$ cat config.mk
export PLATFORM = sky130hd
export DESIGN_NAME = alu_op_sequencer
export DESIGN_NICKNAME = d
export VERILOG_FILES = /design/src/rtl/alu_op_sequencer.sv
export SDC_FILE = /design/constraint.sdc
export NUM_CORES = 1
export LEC_CHECK = 0
export CORE_MARGIN = 10
export CORE_UTILIZATION = 45
export CTS_CLUSTER_SIZE = 40
export DETAILED_ROUTE_END_ITERATION = 10
export PLACE_DENSITY = 0.77
export SYNTH_ARGS = -nofsm -noshare
export SYNTH_HDL_FRONTEND = slang
export SYNTH_SLANG_ARGS = --single-unit
$ cat constraint.sdc
create_clock -name CLK -period 5.11 [get_ports CLK]
set_input_delay 0.7665 -clock CLK [delete_from_list [all_inputs] [get_ports CLK]]
set_output_delay 0.7665 -clock CLK [all_outputs]
set_load 0.01 [all_outputs]
$ cat src/rtl/alu_op_sequencer.sv
// Operand/opcode sequencer: accepts one instruction, drives the ALU, returns the result over valid/ready.
// Optional completed-operation counter enabled by defining ALU_SEQ_OP_COUNT_EN.
module alu_op_sequencer #(
  parameter int DATA_WIDTH = 32,
  parameter int OPRN_WIDTH = 6
) (
  input  logic                  CLK,
  input  logic                  RST,
  input  logic                  INSTR_VALID,
  output logic                  INSTR_READY,
  input  logic [31:0]           INSTR,
  input  logic [DATA_WIDTH-1:0] RS_DATA,
  input  logic [DATA_WIDTH-1:0] RT_DATA,
  output logic [DATA_WIDTH-1:0] ALU_OP1,
  output logic [DATA_WIDTH-1:0] ALU_OP2,
  output logic [OPRN_WIDTH-1:0] ALU_OPRN,
  input  logic [DATA_WIDTH-1:0] ALU_OUT,
  input  logic                  ALU_ZERO,
  output logic                  RES_VALID,
  input  logic                  RES_READY,
  output logic [DATA_WIDTH-1:0] RES_DATA,
  output logic                  RES_ZERO,
  output logic [4:0]            RES_DEST,
  output logic                  RES_ILLEGAL,
  output logic [31:0]           OP_COUNT
);

  typedef enum logic [1:0] {IDLE, DECODE, EXEC, RESP} state_t;

  localparam logic [OPRN_WIDTH-1:0] OPRN_ADD = OPRN_WIDTH'(1);
  localparam logic [OPRN_WIDTH-1:0] OPRN_SUB = OPRN_WIDTH'(2);
  localparam logic [OPRN_WIDTH-1:0] OPRN_MUL = OPRN_WIDTH'(3);
  localparam logic [OPRN_WIDTH-1:0] OPRN_SRL = OPRN_WIDTH'(4);
  localparam logic [OPRN_WIDTH-1:0] OPRN_SLL = OPRN_WIDTH'(5);
  localparam logic [OPRN_WIDTH-1:0] OPRN_AND = OPRN_WIDTH'(6);
  localparam logic [OPRN_WIDTH-1:0] OPRN_OR  = OPRN_WIDTH'(7);
  localparam logic [OPRN_WIDTH-1:0] OPRN_NOR = OPRN_WIDTH'(8);
  localparam logic [OPRN_WIDTH-1:0] OPRN_SLT = OPRN_WIDTH'(9);

  state_t                  state_q;
  logic [31:0]             instr_q;
  logic [DATA_WIDTH-1:0]   rs_q, rt_q;
  logic [DATA_WIDTH-1:0]   op1_q, op2_q, res_data_q;
  logic [OPRN_WIDTH-1:0]   oprn_q;
  logic [4:0]              dest_pend_q, dest_q;
  logic                    illegal_pend_q, illegal_q;
  logic                    res_valid_q, res_zero_q;

  logic [DATA_WIDTH-1:0]   op1_d, op2_d;
  logic [OPRN_WIDTH-1:0]   oprn_d;
  logic [4:0]              dest_d;
  logic                    illegal_d;

  logic [5:0]  op_f, funct_f;
  logic [4:0]  rt_f, rd_f, shamt_f;
  logic [15:0] imm_f;
  logic        unused_rs_field;

  assign op_f    = instr_q[31:26];
  assign rt_f    = instr_q[20:16];
  assign rd_f    = instr_q[15:11];
  assign shamt_f = instr_q[10:6];
  assign funct_f = instr_q[5:0];
  assign imm_f   = instr_q[15:0];
  // Register contents arrive on RS_DATA/RT_DATA, so the rs index itself is never needed.
  assign unused_rs_field = ^instr_q[25:21];

  assign INSTR_READY = RST && (state_q == IDLE);

  // Capture instruction and register data on acceptance.
  always_ff @(posedge CLK) begin
    if (INSTR_VALID && INSTR_READY) begin
      instr_q <= INSTR;
      rs_q    <= RS_DATA;
      rt_q    <= RT_DATA;
    end
  end

  always_comb begin
    oprn_d    = '0;
    op1_d     = '0;
    op2_d     = '0;
    dest_d    = '0;
    illegal_d = 1'b1;
    if (op_f == 6'h00) begin
      illegal_d = 1'b0;
      dest_d    = rd_f;
      op1_d     = rs_q;
      op2_d     = rt_q;
      case (funct_f)
        6'h20: oprn_d = OPRN_ADD;
        6'h22: oprn_d = OPRN_SUB;
        6'h2C: oprn_d = OPRN_MUL;
        6'h24: oprn_d = OPRN_AND;
        6'h25: oprn_d = OPRN_OR;
        6'h27: oprn_d = OPRN_NOR;
        6'h2A: oprn_d = OPRN_SLT;
        6'h02, 6'h01: begin
          oprn_d = (funct_f == 6'h02) ? OPRN_SRL : OPRN_SLL;
          op1_d  = rt_q;
          op2_d  = {{(DATA_WIDTH-5){1'b0}}, shamt_f};
        end
        default: begin
          illegal_d = 1'b1;
          dest_d    = '0;
          op1_d     = '0;
          op2_d     = '0;
        end
      endcase
    end else begin
      case (op_f)
        6'h08, 6'h1D, 6'h0A: begin
          illegal_d = 1'b0;
          dest_d    = rt_f;
          op1_d     = rs_q;
          op2_d     = {{(DATA_WIDTH-16){imm_f[15]}}, imm_f};
          oprn_d    = (op_f == 6'h08) ? OPRN_ADD : (op_f == 6'h1D) ? OPRN_MUL : OPRN_SLT;
        end
        6'h0C, 6'h0D: begin
          illegal_d = 1'b0;
          dest_d    = rt_f;
          op1_d     = rs_q;
          op2_d     = {{(DATA_WIDTH-16){1'b0}}, imm_f};
          oprn_d    = (op_f == 6'h0C) ? OPRN_AND : OPRN_OR;
        end
        default: ;
      endcase
    end
  end

  always_ff @(posedge CLK or negedge RST) begin
    if (!RST) begin
      state_q        <= IDLE;
      oprn_q         <= '0;
      op1_q          <= '0;
      op2_q          <= '0;
      dest_pend_q    <= '0;
      illegal_pend_q <= 1'b0;
      dest_q         <= '0;
      illegal_q      <= 1'b0;
      res_data_q     <= '0;
      res_zero_q     <= 1'b0;
      res_valid_q    <= 1'b0;
    end else begin
      case (state_q)
        IDLE: begin
          if (INSTR_VALID) begin
            illegal_q <= 1'b0;
            state_q   <= DECODE;
          end
        end
        // Decode -> ALU operand stage
        DECODE: begin
          oprn_q         <= oprn_d;
          op1_q          <= op1_d;
          op2_q          <= op2_d;
          dest_pend_q    <= dest_d;
          illegal_pend_q <= illegal_d;
          state_q        <= EXEC;
        end
        // ALU result capture stage
        EXEC: begin
          res_data_q  <= illegal_pend_q ? '0 : ALU_OUT;
          res_zero_q  <= illegal_pend_q ? 1'b0 : ALU_ZERO;
          dest_q      <= dest_pend_q;
          illegal_q   <= illegal_pend_q;
          res_valid_q <= 1'b1;
          state_q     <= RESP;
        end
        RESP: begin
          if (RES_READY) begin
            res_valid_q <= 1'b0;
            state_q     <= IDLE;
          end
        end
        default: state_q <= IDLE;
      endcase
    end
  end

  assign ALU_OPRN    = oprn_q;
  assign ALU_OP1     = op1_q;
  assign ALU_OP2     = op2_q;
  assign RES_VALID   = res_valid_q;
  assign RES_DATA    = res_data_q;
  assign RES_ZERO    = res_zero_q;
  assign RES_DEST    = dest_q;
  assign RES_ILLEGAL = illegal_q;

`ifdef ALU_SEQ_OP_COUNT_EN
  logic [31:0] op_count_q;

  always_ff @(posedge CLK or negedge RST) begin
    if (!RST) begin
      op_count_q <= '0;
    end else if (res_valid_q && RES_READY && !illegal_q && (op_count_q != 32'hFFFF_FFFF)) begin
      op_count_q <= op_count_q + 32'd1;
    end
  end

  assign OP_COUNT = op_count_q;
`else
  assign OP_COUNT = '0;
`endif

endmodule

==> impl_metrics.env, run 1 <==
export IMPL_multi_input_area_um2=2810
export IMPL_grtUsageTotal=0.192
export IMPL_cts_buffers=22
export IMPL_clock_latency_ns=0.50
export IMPL_grt_max_degree=77
export IMPL_post_route_util=0.605
export IMPL_async_reset_ff_frac=0.560
export IMPL_postCtsResizedCells=0
export IMPL_postCtsSetupRepairBufs=0
export IMPL_antenna_found_initial=2
export IMPL_overflow=0
export IMPL_slew_headroom=0.165
export IMPL_rows=52
export IMPL_start_kind="flop"
export IMPL_rrSetupSlack_ns=2.47
export IMPL_max_vdd_ir_drop_v=0.000278
export IMPL_dr_wl_met2_mm=13.0
export IMPL_finalSetupViolCount=0
export IMPL_syn_area_per_cell_um2=11.3
export IMPL_period_needed_ns=2.78
export IMPL_worst_slack_ns=2.33
export IMPL_synth_area_leaders="dfrtp_1 (32%), edfxtp_1 (30%), buf_4 (3.5%), nand2_1 (3.1%), o41ai_1 (3.1%)"
export IMPL_cts_hold_buffers=0
export IMPL_required_ns=4.34
export IMPL_reg2reg_from="instr_q[3]"
export IMPL_yosysUniqueCellTypes=51
export IMPL_yosys_area_top_type="dfrtp_1"
export IMPL_whs_ns=0.220
export IMPL_wire_per_inst_um=20.5
export IMPL_dpl_hpwl_mm=18.1
export IMPL_crit_arrival_ns=2.01
export IMPL_wl_mm=26.7
export IMPL_cellLeakagePower_nw=4.62
export IMPL_min_path_type="in -> async"
export IMPL_hold_viol_final=0
export IMPL_dr_pass1_iters=5
export IMPL_cts_path_max_buffers=3
export IMPL_synth_area_um2=9130
export IMPL_port_buffers=236
export IMPL_drv_slew=0
export IMPL_cts_tree="done"
export IMPL_synth_edf_count=91
export IMPL_crit_fanout=5
export IMPL_timing_rr_end="ALU_OP1[31]"
export IMPL_outcome="completed"
export IMPL_clkTransAtPathRegs_ns=0.06
export IMPL_placed_cells=1257
export IMPL_fin_worst_skew_ns=0.00776
export IMPL_tightest_slew_ns=1.25
export IMPL_root_buffer="clkbuf_16"
export IMPL_grt_pass1_wl_mm=40.4
export IMPL_pwr_density_cell_nw_per_um2=499
export IMPL_nets=1148
export IMPL_dp_slack_ns=2.03
export IMPL_start_util=0.454
export IMPL_cap_violations=0
export IMPL_end_kind="output pin"
export IMPL_drive_above_1_share=0.0730
export IMPL_core_area_um2=20100
export IMPL_top_layer="met4"
export IMPL_register_area_um2=5640
export IMPL_rsz0062_at_grt="no"
export IMPL_gp_congestion=0.800
export IMPL_n_fill_cell=1670
export IMPL_synth_main_ff_cell="dfrtp_1"
export IMPL_io_pins=276
export IMPL_final_period_utilization=0.543
export IMPL_wirelength_met1_mm=10.6
export IMPL_drtIter0Drc=524
export IMPL_synth_seq_area_share=0.617
export IMPL_synth_top_cell_area_share=0.318
export IMPL_die_area_um2=26400
export IMPL_ys_seq_elements=207
export IMPL_antenna_left=0
export IMPL_syn_to_final_growth_pct=33.3
export IMPL_ys_warn_count=0
export IMPL_drcViolationCount=0
export IMPL_fp_dieW_um=162
export IMPL_path_class="reg -> out"
export IMPL_wl_met3_mm=2.52
export IMPL_h_tree_depth=1
export IMPL_yosysMostFrequentCell="dfrtp_1"
export IMPL_cts_sinks=207
export IMPL_vias_per_cell=5.30
export IMPL_grt_pass1_vias=6987
export IMPL_finalNonFillerCells=1299
export IMPL_synthTopCellsByCount="dfrtp_1 (116), edfxtp_1 (91), nand2_1 (76)"
export IMPL_fmax_mhz=360
export IMPL_fp_dieH_um=162
export IMPL_rr_worst_depth=4
export IMPL_tns_ns=0
export IMPL_dr_total_vias=6888
export IMPL_synth_cells=806
## worst max path at each step
| stage | startpoint | to | slack (ns) | depth (start not counted) |
|---|---|---|---|---|
| 4_1_cts | state_q[1] | INSTR_READY | 2.31 | 4 |
| 6_report | state_q[1] | INSTR_READY | 2.33 | 4 |
| 5_1_grt | RST | INSTR_READY | 2.23 | 3 |
| 3_3_place_gp | RST | instr_q[0] | 2.08 | 3 |
| 2_1_floorplan | INSTR_VALID | instr_q[0] | 1.72 | 1 |
| 3_5_place_dp | RST | instr_q[0] | 2.03 | 3 |
## power by group
part           total (mW)  internal, mW  switching (mW)
combinational        2.06          1.01            1.05
sequential           2.44          2.19           0.259
clock                1.57         0.941           0.634
## through the flow
| step | cell area [um2] | power [mW] |
|---|---|---|
| 5_1_grt | 12200 | 6.43 |
| 6_report | 12200 | 6.08 |
| 3_5_place_dp | 11500 | 4.55 |
| 3_3_place_gp | 11500 | 4.49 |
| 4_1_cts | 12200 | 6.14 |
| 2_1_floorplan | 9260 | 3.47 |
## area by class of cell
class                           instances  area share
Clock inverter                          7     0.00668
Multi-Input combinational cell        466       0.231
Antenna cell                            2    0.000411
Tap cell                              270      0.0278
Clock buffer                           33      0.0512
Timing Repair Buffer                  242       0.198
Sequential cell                       207       0.463
Inverter                               72      0.0222
## cells by family (layout without fill, tap and decap cells)
family                   Yosys count  count (layout)  synth area share
AO/OA/AOI/OAI                    210             210             0.157
XOR/XNOR                           2               2           0.00192
adder cells (fa/ha/maj)            4               4           0.00548
buffers and inverters            166             354            0.0929
flip-flops                       207             207             0.617
multiplexers                       7               7           0.00891
other                              1              36          0.000411
AND/OR/NAND/NOR                  209             209             0.116
## routing by layer
layer / GRT usage / vias to the layer above
met5: 0 / -
met4: 0.0550 / 0
met3: 0.0602 / 39
met2: 0.323 / 300
met1: 0.232 / 3354
li1: - / 3195
## registers in the layout, indices dropped and copies added, names as in the netlist
name and count:
illegal_pend_q 1, RES_ZERO 1, RES_VALID 1, state_q 2, ALU_OPRN 4, ALU_OP1 32, RES_DEST 5, ALU_OP2 32
rs_q 32, RES_ILLEGAL 1, dest_pend_q 5, instr_q 27, RES_DATA 32, rt_q 32
## placed cells by master (no fill, tap or decap), types with 3 or more instances in the layout
cell,netlist,routed
ha_1,4,3
o21ai_0,38,38
edfxtp_1,91,91
a41oi_2,3,3
dfrtp_1,116,116
o21ai_2,5,4
nor3_1,4,4
inv_1,72,72
a32oi_1,12,12
and2_1,3,3
o41ai_1,32,32
nand2_1,76,76
mux2_2,5,5
nand2b_1,38,37
a21oi_1,22,22
o22ai_1,3,3
a21oi_2,10,10
clkinv_1,0,3
o21ai_1,30,30
conb_1,1,34
nor2b_1,12,10
nand3_2,3,3
clkbuf_16,0,23
buf_4,43,6
clkbuf_1,19,9
clkdlybuf4s50_1,0,235
a31oi_1,41,41
nor2_1,39,39
nand3_1,23,23
## worst max-delay path, cell delays in order (launching register included)
cell and delay (ns):
dfrtp_1 0.40, inv_1 0.13, ha_1 0.26, and2_1 0.15
clkdlybuf4s50_1 0.56
Power figures use the tool's default switching activity.
==> run 2, diff against run 1 <==
--- a/config.mk
+++ b/config.mk
@@ -6,7 +6,7 @@
 export NUM_CORES = 1
 export LEC_CHECK = 0
 export CORE_MARGIN = 10
-export CORE_UTILIZATION = 45
+export CORE_UTILIZATION = 43
 export CTS_CLUSTER_SIZE = 40
 export DETAILED_ROUTE_END_ITERATION = 10
 export PLACE_DENSITY = 0.77
==> constraint.sdc (replaced) <==
create_clock -name CLK -period 2.3 [get_ports CLK]
set_input_delay 0.345 -clock CLK [delete_from_list [all_inputs] [get_ports CLK]]
set_output_delay 0.345 -clock CLK [all_outputs]
set_load 0.01 [all_outputs]
==> run 2 against run 1 <==
Against the previous run:
- sequential share of layout area down 0.88 points
- critical path depth is the same
- sequential power up 120%
- non-clock buffer count up 17
- largest power group unchanged
==> impl_metrics.env, run 2 (synthesized netlist as in run 1, its figures left out) <==
export IMPL_slew_headroom=0.572
export IMPL_drv_slew=0
export IMPL_drive_above_1_share=0.0928
export IMPL_wl_mm=26.8
export IMPL_h_tree_depth=1
export IMPL_reg2reg_from="instr_q[26]"
export IMPL_final_period_utilization=0.891
export IMPL_drcViolationCount=0
export IMPL_clock_latency_ns=0.51
export IMPL_start_kind="flop"
export IMPL_finalSetupViolCount=0
export IMPL_overflow=0
export IMPL_grtUsageTotal=0.186
export IMPL_syn_to_final_growth_pct=35.9
export IMPL_dr_pass1_iters=5
export IMPL_grt_pass1_vias=7152
export IMPL_crit_start="instr_q[26]"
export IMPL_outcome="completed"
export IMPL_rr_worst_depth=4
export IMPL_cap_violations=0
export IMPL_crit_fanout=32
export IMPL_required_ns=2.70
export IMPL_cts_buffers=23
export IMPL_wire_per_inst_um=20.2
export IMPL_die_area_um2=27500
export IMPL_drtIter0Drc=718
export IMPL_cts_path_max_buffers=3
export IMPL_vias_per_cell=5.28
export IMPL_core_area_um2=21000
export IMPL_end_kind="flop"
export IMPL_max_vdd_ir_drop_v=0.000618
export IMPL_antenna_found_initial=3
export IMPL_fin_worst_skew_ns=0.0229
export IMPL_dpl_hpwl_mm=18.9
export IMPL_cts_sinks=207
export IMPL_final_cell_mix="clkdlybuf4s50_1 (234), dfrtp_1 (115), edfxtp_1 (91), nand2_1 (76), inv_1 (71)"
export IMPL_clkTransAtPathRegs_ns=0.06
export IMPL_pwr_density_cell_nw_per_um2=1100
export IMPL_postCtsSetupRepairBufs=0
export IMPL_crit_arrival_ns=2.44
export IMPL_fp_dieH_um=166
export IMPL_cts_tree="done"
export IMPL_crit_path_end="ALU_OP1[31]"
export IMPL_fp_dieW_um=166
export IMPL_antenna_left=0
export IMPL_grt_max_degree=116
export IMPL_io_pins=276
export IMPL_rsz0062_at_grt="no"
export IMPL_path_class="reg -> reg"
export IMPL_cellLeakagePower_nw=4.75
export IMPL_timing_rr_end="ALU_OP1[31]"
export IMPL_port_buffers=236
export IMPL_nets=1166
export IMPL_tns_ns=0
export IMPL_gp_congestion=0.821
export IMPL_layout_commonest_cell="clkdlybuf4s50_1"
export IMPL_grt_pass1_wl_mm=41.6
export IMPL_hold_viol_final=0
export IMPL_fmax_mhz=488
export IMPL_min_path_type="in -> async"
export IMPL_start_util=0.436
export IMPL_root_buffer="clkbuf_16"
export IMPL_rows=53
export IMPL_dr_total_vias=6989
export IMPL_tightest_slew_ns=0.641
export IMPL_period_needed_ns=2.05
export IMPL_rrSetupSlack_ns=0.25
export IMPL_post_route_util=0.592
-- run 2: cell types whose count changed in the layout (fill, tap and decap cells not counted), moves of 2 or more --
cell	previous run	this run
clkbuf_1	9	7
buf_4	6	16
clkbuf_8	1	4
buf_12	0	6
-- run 2: final cells by class --
class                   instances  area [um2]
clock buffers                  34         657
clock inverters                 7        56.3
flip-flops and latches        207        5640
well taps                     275         344
fillers                      1687        8540
inverters                      72         270
diodes                          3        7.51
multi-input cells             466        2820
repair buffers                259        2620
-- run 2: metrics by stage --
stage / hold WS, ns / instances / worst slack [ns] / area [um2] / power [mW]
after floorplan: 0.0494 / 839 / 0.0297 / 9260 / 7.70
after CTS: 0.204 / 1320 / 0.0203 / 12400 / 13.8
after global placement: 0.131 / 1278 / 0.263 / 11700 / 10.1
after global routing: 0.226 / 1323 / 0.0639 / 12400 / 14.4
final: 0.239 / 1323 / 0.250 / 12400 / 13.6
after detailed placement: 0.131 / 1278 / 0.189 / 11700 / 10.2
-- run 2: how the worst min path moves through the flow --
stage	startpoint	to	slack [ns]	cells past startpoint
global placement	RST	RES_ILLEGAL	0.13	1
floorplan	RST	ALU_OP1[0]	0.05	0
detailed placement	RST	RES_ILLEGAL	0.13	1
global route	RST	RES_ILLEGAL	0.23	2
finish	RST	RES_ILLEGAL	0.24	2
CTS	RST	RES_ILLEGAL	0.20	2
-- run 2: per-layer routing --
layer  track usage  wire length (um)
met1         0.228             10800
met2         0.299             12700
met3        0.0599              2400
met4        0.0705               796
met5             0                 0
-- run 2: worst max-delay path, cell delays in order, from the launching register on --
cell      delay [ns]
edfxtp_1        0.50
nor3_4          0.33
o2111a_4        0.40
nand3_4         0.42
o21ai_0         0.30
-- run 2: power by group --
part	leakage, nW	internal, mW	switching, mW	total (mW)
combinational	2.05	2.34	2.35	4.69
sequential	2.35	4.85	0.586	5.44
clock	0.351	2.07	1.40	3.47
total	4.75	9.27	4.34	13.6
-- run 2: what timing repair did --
item | CTS | global route
endpoints found under the setup margin | 1 | 1
hold buffers | 1 | 0
cloned | 0 | 0
hold endpoints to repair | 80 | 0
gates resized for setup | 3 | 2
==> run 3, diff against run 2 <==
--- a/config.mk
+++ b/config.mk
@@ -6,10 +6,11 @@
 export NUM_CORES = 1
 export LEC_CHECK = 0
 export CORE_MARGIN = 10
-export CORE_UTILIZATION = 43
+export CORE_UTILIZATION = 45
 export CTS_CLUSTER_SIZE = 40
 export DETAILED_ROUTE_END_ITERATION = 10
-export PLACE_DENSITY = 0.77
+export DONT_BUFFER_PORTS = 1
+export SKIP_LAST_GASP = 1
 export SYNTH_ARGS = -nofsm -noshare
 export SYNTH_HDL_FRONTEND = slang
 export SYNTH_SLANG_ARGS = --single-unit
==> run 3 against run 2 <==
Against the previous run:
- the run now ends with negative hold slack left
- via count is 7.2% lower
- clock-buffer cell count decreased by 2
- design area shrank 9.6%
- clock power up 3%
- critical path depth did not move
- core utilization is 3.4 points lower
- worst hold slack lost 0.70 ns
- die area decreased by 3.9%
==> impl_metrics.env, run 3 (synthesized netlist as in run 1, its figures left out) <==
export IMPL_finalNonFillerCells=1202
export IMPL_fp_dieW_um=162
export IMPL_pwr_density_cell_nw_per_um2=1090
export IMPL_cts_buffers=23
export IMPL_crit_slowest_cell="edfxtp_1"
export IMPL_end_kind="flop"
export IMPL_drcViolationCount=0
export IMPL_grt_pass1_wl_mm=40.4
export IMPL_drtIter0Drc=536
export IMPL_power_switching_mw=4.14
export IMPL_p_seq_frac=0.494
export IMPL_dp_slack_ns=0.132
export IMPL_whs_ns=-0.464
export IMPL_p_int_mw=8.07
export IMPL_vias_per_cell=5.39
export IMPL_cts_tree="done"
export IMPL_critical_path_top_delay_family="simple AND/OR/NAND/NOR gates"
export IMPL_swShare=0.339
export IMPL_io_pins=276
export IMPL_place_area_um2=9260
export IMPL_antenna_found_initial=2
export IMPL_rr_worst_depth=4
export IMPL_wl_met3_mm=3.11
export IMPL_crit_arrival_ns=2.60
export IMPL_core_area_um2=20100
export IMPL_register_area_um2=5640
export IMPL_pwr_share_comb=0.213
export IMPL_top_layer="met4"
export IMPL_p_clk_frac=0.294
export IMPL_fin_total_pwr_mw=12.2
export IMPL_required_ns=2.69
export IMPL_cellLeakagePower_nw=4.36
export IMPL_period_needed_ns=2.21
export IMPL_multi_input_area_um2=2810
export IMPL_rows=52
export IMPL_start_util=0.454
export IMPL_violations="negative hold slack"
export IMPL_syn_to_final_growth_pct=22.9
export IMPL_slew_headroom=0.220
export IMPL_drv_slew=0
export IMPL_clkTransAtPathRegs_ns=0.06
export IMPL_rrSetupSlack_ns=0.09
export IMPL_path_class="reg -> reg"
export IMPL_gp_congestion=0.825
export IMPL_design_area_um2=11200
export IMPL_max_vdd_ir_drop_v=0.000735
export IMPL_final_period_utilization=0.962
export IMPL_path_cells="nor4_4, o2111a_4, nand3_4, o21ai_1"
export IMPL_antenna_left=0
export IMPL_fin_worst_skew_ns=0.0209
export IMPL_post_route_util=0.558
export IMPL_clock_latency_ns=0.50
export IMPL_dr_total_vias=6484
export IMPL_fp_dieH_um=162
export IMPL_start_kind="flop"
export IMPL_postCtsResizedCells=0
export IMPL_fmax_mhz=452
export IMPL_wire_per_inst_um=21.8
export IMPL_cts_hold_buffers=122
export IMPL_outcome="complete, but fails checks"
export IMPL_overflow=0
export IMPL_hold_viol_final=116
export IMPL_placed_cells=1037
export IMPL_rsz0062_at_grt="yes"
export IMPL_n_fill_cell=1659
export IMPL_grt_pass1_vias=6812
export IMPL_cts_sinks=207
export IMPL_layout_commonest_cell="dlygate4sd3_1"
export IMPL_h_tree_depth=1
export IMPL_tns_ns=0
export IMPL_die_area_um2=26400
export IMPL_cp_depth=4
export IMPL_tightest_slew_ns=1.17
export IMPL_grtUsageTotal=0.192
export IMPL_cts_path_max_buffers=3
export IMPL_dpl_hpwl_mm=17.3
export IMPL_critPathBufInv=0
export IMPL_wirelength_met1_mm=9.77
export IMPL_worst_slack_ns=0.0863
export IMPL_crit_fanout=32
export IMPL_max_stage_delay_ns=0.51
export IMPL_dr_wl_met2_mm=12.8
export IMPL_min_path_type="in -> async"
export IMPL_grt_max_degree=119
export IMPL_wl_mm=26.2
export IMPL_drive_above_1_share=0.103
export IMPL_final_cell_mix="dlygate4sd3_1 (122), dfrtp_1 (116), edfxtp_1 (91), nand2_1 (76), inv_1 (72)"
export IMPL_port_buffers=0
export IMPL_cap_violations=0
export IMPL_dr_pass1_iters=5
export IMPL_finalSetupViolCount=0
export IMPL_root_buffer="clkbuf_16"
export IMPL_nets=1051
-- run 3: cell types whose count changed in the layout (fill, tap and decap cells not counted), sizes merged --
cell           change
clkinvlp           +1
buf                -1
dlymetal6s2s       -1
clkdlybuf4s50    -234
bufinv             +1
clkbuf             -2
dlygate4sd3      +121
diode              -1
-- run 3: final timing paths --
check	startpoint	to
worst max-delay path	instr_q[27]	ALU_OP1[20]
worst min-delay path	RST	ALU_OP1[24]
worst max register to register	instr_q[27]	ALU_OP1[20]
worst min register to register	instr_q[17]	dest_pend_q[1]
max in group asynchronous	RST	ALU_OP2[20]
min in group CLK	ALU_OUT[28]	RES_DATA[28]
-- run 3: per-layer routing --
metal	track usage	vias up
met1	0.229	3121
met3	0.0736	44
li1	-	2987
met2	0.318	332
met4	0.0542	0
met5	0	-
-- run 3: power groups by stage --
stage          clock [mW]  sequential, mW  combinational, mW
2_1_floorplan           0            5.71               1.99
6_report             3.58            6.03               2.60
3_5_place_dp            0            6.12               2.41
5_1_grt              3.82            6.17               2.96
4_1_cts              3.66            6.06               2.59
3_3_place_gp            0            6.09               2.30
-- run 3: layout make-up --
cell class | instances | share of cell area
multi-input combinational | 466 | 0.250
tap | 270 | 0.0301
antenna | 2 | 0.000446
timing repair buffer | 144 | 0.127
clock inverter | 9 | 0.00892
inverter | 72 | 0.0241
clock buffer | 32 | 0.0570
sequential | 207 | 0.502
-- run 3: what timing repair did --
action	CTS	global route
endpoints found under the setup margin	0	30
setup buffers	0	0
endpoints found under the hold margin	238	116
